`src/rtl/imem_boot_ctrl.sv`:
```
// Boot-time loader: assembles UART bytes into 32-bit little-endian words, writes them to
// instruction memory, then hands the read port to fetch. Optional checksum: IMEM_BOOT_CHECKSUM_EN.
module imem_boot_ctrl #(
    parameter int DATA_WIDTH     = 32,
    parameter int ADDR_WIDTH     = 12,
    parameter int TIMEOUT_CYCLES = 1000000
) (
    input  logic                  clock,
    input  logic                  reset,
    input  logic                  byte_valid,
    input  logic [7:0]            byte_data,
    output logic                  byte_ready,
    input  logic                  boot_skip,
    input  logic                  reload,
    output logic                  core_stall,
    output logic                  load_err,
    input  logic                  fetch_en,
    input  logic [ADDR_WIDTH-1:0] fetch_addr,
    output logic [DATA_WIDTH-1:0] fetch_data,
    output logic                  mem_re,
    output logic [ADDR_WIDTH-1:0] mem_raddr,
    input  logic [DATA_WIDTH-1:0] mem_rdata,
    output logic                  mem_we,
    output logic [ADDR_WIDTH-1:0] mem_waddr,
    output logic [DATA_WIDTH-1:0] mem_wdata
);

    localparam int TW = $clog2(TIMEOUT_CYCLES + 1);
    localparam logic [TW-1:0] TIMEOUT_LAST = TW'(TIMEOUT_CYCLES - 1);
    localparam logic [16:0]   MAX_WORDS    = 17'd1 << ADDR_WIDTH;

`ifdef IMEM_BOOT_CHECKSUM_EN
    typedef enum logic [2:0] {
        ST_IDLE = 3'd0, ST_HDR1 = 3'd1, ST_LOAD = 3'd2, ST_RUN = 3'd3, ST_ERR = 3'd4, ST_CHK = 3'd5
    } state_t;

    function automatic logic [7:0] csum_add(input logic [7:0] acc, input logic [7:0] b);
        return acc + b;
    endfunction

    logic [7:0] sum_r;
`else
    typedef enum logic [2:0] {
        ST_IDLE = 3'd0, ST_HDR1 = 3'd1, ST_LOAD = 3'd2, ST_RUN = 3'd3, ST_ERR = 3'd4
    } state_t;

    logic load_done_s;
`endif

    state_t                state_r, state_s;
    logic [7:0]            count_lo_r;
    logic [ADDR_WIDTH:0]   n_words_r;
    logic [ADDR_WIDTH:0]   word_cnt_r;
    logic [1:0]            byte_cnt_r;
    logic [23:0]           word_buf_r;
    logic [TW-1:0]         timeout_r;
    logic                  mem_we_r;
    logic [ADDR_WIDTH-1:0] mem_waddr_r;
    logic [DATA_WIDTH-1:0] mem_wdata_r;
    logic                  load_err_r;
    logic                  byte_ready_s, take_s, timeout_hit_s, word_end_s, last_word_s;
    logic [15:0]           hdr_s;

    // Handshake and datapath-decoded conditions.
    always_comb begin
        byte_ready_s  = (state_r == ST_IDLE) || (state_r == ST_HDR1) || (state_r == ST_LOAD)
`ifdef IMEM_BOOT_CHECKSUM_EN
                        || (state_r == ST_CHK)
`endif
                        ;
        take_s        = byte_valid && byte_ready_s && !((state_r == ST_IDLE) && boot_skip);
        timeout_hit_s = (timeout_r == TIMEOUT_LAST) && !take_s;
        word_end_s    = (byte_cnt_r == 2'd3);
        last_word_s   = ((word_cnt_r + 1'b1) == n_words_r);
        hdr_s         = {byte_data, count_lo_r};
`ifndef IMEM_BOOT_CHECKSUM_EN
        load_done_s   = mem_we_r && (word_cnt_r == n_words_r);
`endif
    end

    // Next-state logic.
    always_comb begin
        state_s = state_r;
        case (state_r)
            ST_IDLE: begin
                if (boot_skip)   state_s = ST_RUN;
                else if (take_s) state_s = ST_HDR1;
                else             state_s = ST_IDLE;
            end
            ST_HDR1: begin
                if (take_s) begin
                    if (hdr_s == 16'd0)                  state_s = ST_RUN;
                    else if ({1'b0, hdr_s} > MAX_WORDS) state_s = ST_ERR;
                    else                                 state_s = ST_LOAD;
                end else if (timeout_hit_s) begin
                    state_s = ST_ERR;
                end else begin
                    state_s = ST_HDR1;
                end
            end
            ST_LOAD: begin
`ifdef IMEM_BOOT_CHECKSUM_EN
                if (take_s && word_end_s && last_word_s) state_s = ST_CHK;
`else
                // Leave only after the final write pulse so writes never overlap RUN.
                if (load_done_s)                          state_s = ST_RUN;
`endif
                else if (timeout_hit_s)                   state_s = ST_ERR;
                else                                      state_s = ST_LOAD;
            end
`ifdef IMEM_BOOT_CHECKSUM_EN
            ST_CHK: begin
                if (take_s)             state_s = (byte_data == sum_r) ? ST_RUN : ST_ERR;
                else if (timeout_hit_s) state_s = ST_ERR;
                else                    state_s = ST_CHK;
            end
`endif
            ST_RUN: begin
                if (reload) state_s = ST_IDLE;
                else        state_s = ST_RUN;
            end
            ST_ERR:  state_s = ST_ERR;
            default: state_s = ST_ERR;
        endcase
    end

    // State register.
    always_ff @(posedge clock or negedge reset) begin
        if (!reset) state_r <= ST_IDLE;
        else        state_r <= state_s;
    end

    // Header capture, word assembly, write pulse, timeout and error flag.
    always_ff @(posedge clock or negedge reset) begin
        if (!reset) begin
            count_lo_r  <= 8'd0;
            n_words_r   <= '0;
            word_cnt_r  <= '0;
            byte_cnt_r  <= 2'd0;
            word_buf_r  <= 24'd0;
            timeout_r   <= '0;
            mem_we_r    <= 1'b0;
            mem_waddr_r <= '0;
            mem_wdata_r <= '0;
            load_err_r  <= 1'b0;
`ifdef IMEM_BOOT_CHECKSUM_EN
            sum_r       <= 8'd0;
`endif
        end else begin
            mem_we_r   <= 1'b0;
            load_err_r <= load_err_r || (state_s == ST_ERR);
            if (take_s || (state_r == ST_IDLE)) timeout_r <= '0;
            else                                timeout_r <= timeout_r + 1'b1;
            case (state_r)
                ST_IDLE: begin
                    byte_cnt_r <= 2'd0;
                    word_cnt_r <= '0;
`ifdef IMEM_BOOT_CHECKSUM_EN
                    sum_r      <= 8'd0;
`endif
                    if (take_s) count_lo_r <= byte_data;
                    else        count_lo_r <= count_lo_r;
                end
                ST_HDR1: begin
                    if (take_s) n_words_r <= hdr_s[ADDR_WIDTH:0];
                    else        n_words_r <= n_words_r;
                end
                ST_LOAD: begin
                    if (take_s && (word_cnt_r != n_words_r)) begin
                        byte_cnt_r <= byte_cnt_r + 2'd1;
`ifdef IMEM_BOOT_CHECKSUM_EN
                        sum_r      <= csum_add(sum_r, byte_data);
`endif
                        if (word_end_s) begin
                            mem_we_r    <= 1'b1;
                            mem_waddr_r <= word_cnt_r[ADDR_WIDTH-1:0];
                            mem_wdata_r <= {byte_data, word_buf_r};
                            word_cnt_r  <= word_cnt_r + 1'b1;
                        end else begin
                            word_buf_r  <= {byte_data, word_buf_r[23:8]};
                        end
                    end else begin
                        byte_cnt_r <= byte_cnt_r;
                    end
                end
                default: begin
                    byte_cnt_r <= byte_cnt_r;
                end
            endcase
        end
    end

    assign byte_ready = byte_ready_s;
    assign core_stall = (state_r != ST_RUN);
    assign load_err   = load_err_r;
    assign mem_re     = (state_r == ST_RUN) && fetch_en;
    assign mem_raddr  = fetch_addr;
    assign fetch_data = (state_r == ST_RUN) ? mem_rdata : '0;
    assign mem_we     = mem_we_r;
    assign mem_waddr  = mem_waddr_r;
    assign mem_wdata  = mem_wdata_r;

endmodule
```
`config.mk`:
```
export PLATFORM = sky130hd
export DESIGN_NAME = imem_boot_ctrl
export DESIGN_NICKNAME = d
export VERILOG_FILES = /design/src/rtl/imem_boot_ctrl.sv
export SDC_FILE = /design/constraint.sdc
export NUM_CORES = 1
export LEC_CHECK = 0
export ABC_CLOCK_PERIOD_IN_PS = 5800
export BUFFER_PORTS_ARGS = -buffer_cell sky130_fd_sc_hd__buf_2
export CAP_MARGIN = 20
export CORE_AREA = 2 2 159 161
export CTS_CLUSTER_DIAMETER = 40
export DETAILED_ROUTE_END_ITERATION = 10
export DIE_AREA = 0 0 161 163
export SLEW_MARGIN = 20
export SYNTH_ARGS = -nofsm -noshare
export SYNTH_HDL_FRONTEND = slang
export SYNTH_SLANG_ARGS = --single-unit
```
`constraint.sdc`:
```
create_clock -name clock -period 5.8 [get_ports clock]
set_clock_uncertainty 0.1 [all_clocks]
set_input_delay 0.29 -clock clock [delete_from_list [all_inputs] [get_ports clock]]
set_output_delay 0.29 -clock clock [all_outputs]
set_load 0.02 [all_outputs]
```
==> flow_metrics.tcl, run 1 <==
set metrics [dict create \
    fin_crit_sh 0.4164 \
    synth_edf_count 0 \
    synth_area_per_cell_um2 12.29 \
    required_ps 6000 \
    leakagePower_nw 3.726 \
    synth_area_leader_cell "dfrtp_1" \
    cts_tree "yes" \
    ant_nets 0 \
    grt_pass1_vias 3889 \
    maxSlewViolCount 0 \
    rsz0062_at_grt "false" \
    muxShareOfSynthArea 0.1882 \
    path_class "reg2reg" \
    viasPerCell 4.224 \
    cts_root_buffer "clkbuf_16" \
    clk_pin_slew_ps 50 \
    ys_ff_latch 129 \
    met2_usage 0.1666 \
    fin_util 0.3053 \
    worst_slack_ps 3385 \
    cp.arrival_ps 2610 \
    placed_cells 922 \
    synth_top_family_by_area "multiplexers" \
    dp_hpwl_um 9503 \
    yosysSeqAreaShare 0.5308 \
    dp_worst_setup_slack_ps 3387 \
    synth_ff_type "dfrtp_1" \
    post-route-min-period_ps 2415 \
    row_count 58 \
    synth_warnings 0 \
    ctsResizeCount 0 \
    drv_cap 0 \
    nNetsFinal 673 \
    cts_made_buffers 17 \
    synth_compound_area_frac 0.04217 \
    final_area_mm2 0.007533 \
    vias 4034 \
    ir_drop_uv 238.0 \
    grt_max_degree 69 \
    synthSimpleGateAreaFrac 0.1520 \
    yosys.area_share.xor_xnor 0.04176 \
    grt_antenna_before_repair 0 \
    cp_max_fo 47 \
    worst_slew_pin_slew_ps 875.4 \
    status "complete, no violations" \
    die_h_um 163 \
    synthCells 495 \
    synth.cell_area_mm2 0.006082 \
    core_mm2 0.02467 \
    end_kind "register" \
    final_hold_viol_count 0 \
    gr-total-overflow 0 \
    maxSlewHeadroom 0.4164 \
    die-area_mm2 0.02624 \
    firstDrtPassIters 6 \
    clk_latency_ps 410 \
    io_buffers 126 \
    drtIter0Drc 200 \
    async_reset_ff_frac 1.000 \
    htreeDepth 4 \
    synth.distinct_cells 47 \
    gp_congestion 0.7831 \
    num_io_pins 151 \
    top_usage_layer "met2" \
    synthTopCellsByArea "dfrtp_1 (53%), mux2_2 (12%), mux2_4 (6.7%)" \
    use_met1 0.1322 \
    areaGrowthSynthToFinish_pct 23.86 \
    initial_core_util 0.2465 \
    routed_wl_um 13400 \
    grtUsageTotal 0.1035 \
    min_path_type "in2reg" \
    synth_nets 556 \
    cp-start-kind "register" \
    grt_use_met3 0.03056 \
    yosysTopAreaCellShare 0.5308 \
    p_total_mw 2.276 \
    drive_gt1_frac 0.4080 \
    setup_violations 0 \
    post_dp_cell_area_mm2 0.006962 \
    antenna_cells 0 \
    p_per_area_mw_per_mm2 302.1 \
    layout.cells.non_filler 955 \
    clock_sinks 129 \
    wl_per_cell_um 14.03 \
    die_w_um 161 \
    cts_buffer_depth 2 \
    grt_first_pass_wirelength_um 21040 \
    drc_errors 0 \
    tns_ps 0 \
    clock.fmax_mhz 414.0 \
    fin_hold_ws_ps 74.88 \
    synth_fa_ha_area_frac 0.006172 \
]
-- final cells by class --
type / count / area (um^2)
fillers: 2551 / 17140
clock buffers: 26 / 479.2
multi-input cells: 326 / 2626
clock inverters: 6 / 80.08
inverters: 5 / 18.77
repair buffers: 133 / 688.2
flip-flops and latches: 129 / 3228
well taps: 330 / 412.9
-- cell usage after synthesis (2+ instances only) --
master    number
mux2_4        27
xor2_1         9
or4_1          8
a21oi_1       11
clkbuf_1      14
inv_1          5
buf_4         14
o21ai_0        9
o31ai_1        3
ha_1           3
o211ai_1       3
mux2i_1        3
mux2_2        63
nand3b_1       2
nor4_1         8
or2_2          2
dfrtp_1      129
and3_1         9
nor2b_1        2
and2_1        36
nand2_1       24
nor3_1         5
nand4_1       13
or3_1          8
xnor2_1       20
nand2b_1       5
nand3_1        8
buf_2          2
nor2_1        26
buf_6          4
a211oi_1       4
-- cell usage in the layout, fill, tap and decap left out, drive strengths merged, types with 2 or more instances in the layout --
master	Yosys	routed
clkinv	0	4
xor2	9	9
o21ai	9	9
a211oi	4	4
nor4	8	8
inv	5	5
bufinv	0	2
o211ai	3	3
nand2b	5	5
a21oi	11	11
nor2	26	26
or4	9	9
mux2i	3	3
o31ai	3	3
or2	2	2
nor2b	2	2
nor3	5	5
nand4	13	13
or3	8	8
nand3	8	8
dfrtp	129	129
mux2	90	90
and3	10	10
nand2	24	24
ha	3	3
clkbuf	15	26
xnor2	20	20
buf	20	132
and2	36	36
nand3b	2	2
-- cells by family after synthesis --
kind of cell               after synthesis
and+or+nand+nor                        164
AOI/OAI and AO/OA                       37
DFF                                    129
buffers and inverters                   40
adders and majority gates                3
xor gates and xnor gates                29
muxes                                   93
-- flip-flops by register name (all words and copies together) (netlist names) --
register    cells
byte_cnt_r      2
count_lo_r      8
load_err        1
mem_waddr      12
mem_wdata      32
mem_we          1
n_words_r      13
state_r         3
timeout_r      20
word_buf_r     24
word_cnt_r     13
-- power by group --
part / internal [mW] / leakage, nW / switching (mW)
Sequential: 0.970 / 1.77 / 0.0586
Combinational: 0.108 / 1.68 / 0.125
Clock: 0.652 / 0.276 / 0.362
-- critical path, cell delays in order (launching register included) --
cell     delay (ps)
dfrtp_1         460
xnor2_1         200
nand4_1         160
or4_4           520
and3_4          410
mux2_4          390
-- path summary, 6_finish.rpt --
| kind | start | end | slack [ps] | depth (start not counted) |
|---|---|---|---|---|
| max in group asynchronous | reset | word_cnt_r[1]$_DFFE_PN0P_ | 3850 | 3 |
| min in group asynchronous | reset | mem_wdata[14]$_DFFE_PN0P_ | 440 | 2 |
| min | byte_data[7] | mem_wdata[31]$_DFFE_PN0P_ | 70 | 2 |
| max reg2reg | word_cnt_r[3]$_DFFE_PN0P_ | mem_wdata[7]$_DFFE_PN0P_ | 3380 | 5 |
| max | word_cnt_r[3]$_DFFE_PN0P_ | mem_wdata[7]$_DFFE_PN0P_ | 3380 | 5 |
| min reg2reg | timeout_r[0]$_DFF_PN0_ | timeout_r[0]$_DFF_PN0_ | 350 | 1 |
-- layer usage --
metal,part of all wire,vias to the layer above
met5,0,-
li1,-,1973
met4,0.014,0
met3,0.034,12
met2,0.50,48
met1,0.46,2001
-- repair_timing --
| item | 4_1_cts | 5_1_grt |
|---|---|---|
| buffers inserted | 0 | 0 |
| endpoints found under the hold margin | 67 | 0 |
| hold buffers | 1 | 0 |
Power figures use the tool's default switching activity.
==> run 2, diff against run 1 <==
Settings changed: ABC_CLOCK_PERIOD_IN_PS 5800 to 2500.
Clock period 5.8 ns to 2.5 ns, I/O delays scaled along.
==> run 2 against run 1 <==
Worst setup slack got worse by 3200 ps; combinational power is 150% higher; core utilization rose by 1.2 points; via count rose by 3.5%; routed wire length grew 2.8%; hold slack lost 1.8 ps; critical path type unchanged; largest power group is now clock; highest routed layer unchanged.
==> flow_metrics.tcl, run 2 (synthesis results as in run 1) <==
set metrics [dict create \
    drtIter0Drc 204 \
    grtUsageTotal 0.1089 \
    cp-start-kind "register" \
    htreeDepth 4 \
    die_h_um 163 \
    p_total_mw 5.350 \
    ir_drop_uv 533.6 \
    placed_cells 939 \
    p_per_area_mw_per_mm2 683.0 \
    cp_max_fo 10 \
    row_count 58 \
    dp_hpwl_um 9917 \
    drv_cap 0 \
    cts_buffer_depth 2 \
    routed_wl_um 13780 \
    cts_made_buffers 17 \
    layout_common_cells "dfrtp_1 (129), buf_2 (125), mux2_2 (63)" \
    largest_reg_flops 32 \
    ctsResizeCount 0 \
    viasPerCell 4.262 \
    setup_violations 0 \
    worst_slew_pin_slew_ps 662.7 \
    clk_pin_slew_ps 60 \
    wl_per_cell_um 14.06 \
    required_ps 2690 \
    gr-total-overflow 0 \
    areaGrowthSynthToFinish_pct 28.80 \
    status "complete, no violations" \
    core_mm2 0.02467 \
    path_class "reg2reg" \
    vias 4177 \
    grt_first_pass_wirelength_um 22470 \
    cts_tree "yes" \
    num_io_pins 151 \
    end_kind "register" \
    rsz0062_at_grt "false" \
    maxSlewViolCount 0 \
    final_hold_viol_count 0 \
    grt_max_degree 50 \
    grt_antenna_before_repair 0 \
    final_common_cell "dfrtp_1" \
    clock_sinks 129 \
    antenna_cells 0 \
    initial_core_util 0.2465 \
    io_buffers 126 \
    drc_errors 0 \
    post-route-min-period_ps 2273 \
    postCtsSetupBuffers 0 \
    clk_latency_ps 410 \
    layout.cells.non_filler 980 \
    fin_crit_sh 0.9092 \
    drive_gt1_frac 0.4200 \
    die-area_mm2 0.02624 \
    die_w_um 161 \
    tns_ps 0 \
    gp_congestion 0.7903 \
    clock.fmax_mhz 439.9 \
    grt_pass1_vias 4060 \
    ant_nets 0 \
    hold_buffers 11 \
    cp.arrival_ps 2460 \
    cts_root_buffer "clkbuf_16" \
    maxSlewHeadroom 0.5582 \
    nNetsFinal 700 \
    min_path_type "in2reg" \
    firstDrtPassIters 4 \
    leakagePower_nw 3.888 \
]
run 2: changes by cell type in the layout (fill, tap and decap cells not counted):
cell | before | now
clkbuf_8 | 2 | 4
dlygate4sd3_1 | 1 | 11
nor2_1 | 25 | 26
nor2_2 | 1 | 0
buf_12 | 0 | 5
clkbuf_1 | 7 | 3
buf_4 | 7 | 19
run 2: through the flow:
stage | setup WS, ps | hold slack, ps | area, um^2 | utilization
CTS | 224.9 | 60.47 | 7834 | 0.3175
floorplan | 328.3 | -270.6 | 6082 | -
global placement | 252.9 | 101.5 | 7152 | 0.2899
global route | 94.11 | 94.66 | 7834 | 0.3175
detailed placement | 234.9 | 104.7 | 7152 | 0.2899
finish | 226.9 | 73.10 | 7834 | 0.3175
run 2: final timing paths:
kind / from / to / slack [ps] / cells after the start
max: word_cnt_r[2]$_DFFE_PN0P_ / mem_waddr[1]$_DFFE_PN0P_ / 230 / 6
min: reload / state_r[0]$_DFF_PN0_ / 70 / 4
max reg2reg: word_cnt_r[2]$_DFFE_PN0P_ / mem_waddr[1]$_DFFE_PN0P_ / 230 / 6
min reg2reg: timeout_r[0]$_DFF_PN0_ / timeout_r[0]$_DFF_PN0_ / 350 / 1
max in group asynchronous: reset / word_cnt_r[5]$_DFFE_PN0P_ / 1430 / 3
min in group asynchronous: reset / mem_wdata[24]$_DFFE_PN0P_ / 190 / 2
run 2: final cells by class:
cell class | count | area [um^2]
Tap cell | 330 | 412.9
Multi-Input combinational cell | 326 | 2624
Fill cell | 2525 | 16840
Clock inverter | 6 | 80.08
Timing Repair Buffer | 160 | 978.4
Clock buffer | 24 | 491.7
Sequential cell | 129 | 3228
Inverter | 5 | 18.77
run 2: worst max-delay path, stage by stage (launching register included):
cell	delay (ps)
dfrtp_1	440
xnor2_1	180
nand3_1	130
or4_4	550
and3_4	260
buf_4	200
mux2_4	300
run 2: metal layers:
| metal | vias up | share of wire | global-route usage |
|---|---|---|---|
| met2 | 51 | 0.50 | 0.1758 |
| met1 | 2100 | 0.46 | 0.1418 |
| li1 | 2014 | - | - |
| met3 | 12 | 0.029 | 0.02776 |
| met5 | - | 0 | 0 |
| met4 | 0 | 0.014 | 0.03896 |
run 2: power breakdown:
group	switching (mW)	internal, mW	total (mW)	leakage, nW
logic	0.298	0.276	0.574	1.83
clock network	0.837	1.55	2.39	0.286
registers	0.134	2.25	2.38	1.77
total	1.27	4.08	5.35	3.89
==> run 3, diff against run 2 <==
Settings changed: CORE_AREA 2 2 159 161 to 2 2 114 226, DIE_AREA 0 0 161 163 to 0 0 116 228.
==> run 3 against run 2 <==
Sequential share of layout area is 0.092 points higher; clock power up 3%; routed wire length is 1.4% higher; core utilization fell by 0.27 points; via count is 2.1% higher; largest power group unchanged.
==> flow_metrics.tcl, run 3 (synthesis results as in run 1) <==
set metrics [dict create \
    status "complete, no violations" \
    cp_max_fo 47 \
    io_buffers 126 \
    vias 4263 \
    min_path_type "in2reg" \
    p_total_mw 5.439 \
    dp_hpwl_um 10360 \
    die-area_mm2 0.02645 \
    fin_hold_ws_ps 109.8 \
    wl_per_cell_um 14.17 \
    die_w_um 116 \
    ant_nets 0 \
    initial_core_util 0.2450 \
    dp_worst_setup_slack_ps 136.9 \
    path_class "reg2reg" \
    drc_errors 0 \
    hold_buffers 11 \
    maxSlewHeadroom 0.4636 \
    required_ps 2690 \
    fill_cells 2540 \
    fin_crit_sh 0.9551 \
    grt_max_degree 58 \
    cts_buffer_depth 2 \
    row_count 82 \
    grt_pass1_vias 4334 \
    maxSlewViolCount 0 \
    layout_common_cells "dfrtp_1 (129), buf_2 (125), mux2_2 (63)" \
    grt_antenna_before_repair 0 \
    ff2ff_path_depth 5 \
    clock.fmax_mhz 418.8 \
    drtIter0Drc 211 \
    tns_ps 0 \
    grt_use_met3 0.03427 \
    core_mm2 0.02483 \
    worst_slack_ps 112.2 \
    post-route-min-period_ps 2388 \
    num_io_pins 151 \
    cts_tree "yes" \
    largest_reg_flops 32 \
    use_met1 0.1431 \
    nNetsFinal 698 \
    cp-start-kind "register" \
    post_dp_cell_area_mm2 0.007109 \
    leakagePower_nw 3.874 \
    cts_root_buffer "clkbuf_16" \
    top_usage_layer "met2" \
    met2_usage 0.1743 \
    die_h_um 228 \
    end_kind "register" \
    worst_slew_pin_slew_ps 804.6 \
    areaGrowthSynthToFinish_pct 28.51 \
    multiInputGateArea_mm2 0.002626 \
    drv_cap 0 \
    p_per_area_mw_per_mm2 695.9 \
    ir_drop_uv 435.1 \
    final_area_mm2 0.007816 \
    htreeDepth 4 \
    cts_made_buffers 17 \
    antenna_cells 0 \
    gp_congestion 0.8532 \
    hold-path-cell-count 4 \
    final_common_cell "dfrtp_1" \
    routed_wl_um 13970 \
    clk_latency_ps 410 \
    cp.arrival_ps 2580 \
    drive_gt1_frac 0.4185 \
    setup_violations 0 \
    firstDrtPassIters 4 \
    clock_sinks 129 \
    final_hold_viol_count 0 \
    gr-total-overflow 0 \
    rsz0062_at_grt "false" \
    clk_pin_slew_ps 60 \
    postCtsSetupBuffers 0 \
    regArea_mm2 0.003228 \
    grtUsageTotal 0.1095 \
    grt_first_pass_wirelength_um 22820 \
    viasPerCell 4.324 \
    ctsResizeCount 0 \
]
run 3: metal layers:
layer | vias up | wire [um]
met4 | 0 | 143
met5 | - | 0
met1 | 2117 | 6209
li1 | 2015 | -
met3 | 15 | 784
met2 | 116 | 6832
run 3: layout make-up:
cell class,instances,area share
well taps,336,0.05379
clock buffers,28,0.06739
repair buffers,158,0.1185
multi-input cells,326,0.3360
inverters,5,0.002401
clock inverters,4,0.008964
flip-flops and latches,129,0.4130
run 3: worst max-delay path, cell delays in order (launching register included):
cell and delay [ps]:
dfrtp_1 450, xnor2_1 190, nand3_1 130, or4_4 560, and3_4 430, mux2_4 390
run 3: path summary, 6_finish.rpt:
path                                           start                       end  slack (ps)
max reg2reg                word_cnt_r[2]$_DFFE_PN0P_  mem_wdata[6]$_DFFE_PN0P_         110
min                                           reload      state_r[0]$_DFF_PN0_         110
max in group asynchronous                      reset  mem_waddr[6]$_DFFE_PN0P_        1310
max                        word_cnt_r[2]$_DFFE_PN0P_  mem_wdata[6]$_DFFE_PN0P_         110
min reg2reg                   timeout_r[0]$_DFF_PN0_    timeout_r[0]$_DFF_PN0_         350
min in group asynchronous                      reset  mem_wdata[1]$_DFFE_PN0P_         220
run 3: power by group:
group	switching, mW	internal [mW]	leakage [nW]
Clock	0.840	1.62	0.295
Combinational	0.313	0.283	1.81
Sequential	0.128	2.25	1.77
run 3: per-stage QoR:
stage,utilization,cells
3_5_place_dp,0.2863,943
3_3_place_gp,0.2863,943
2_1_floorplan,-,495
6_report,0.3148,986
5_1_grt,0.3148,986
4_1_cts,0.3148,986
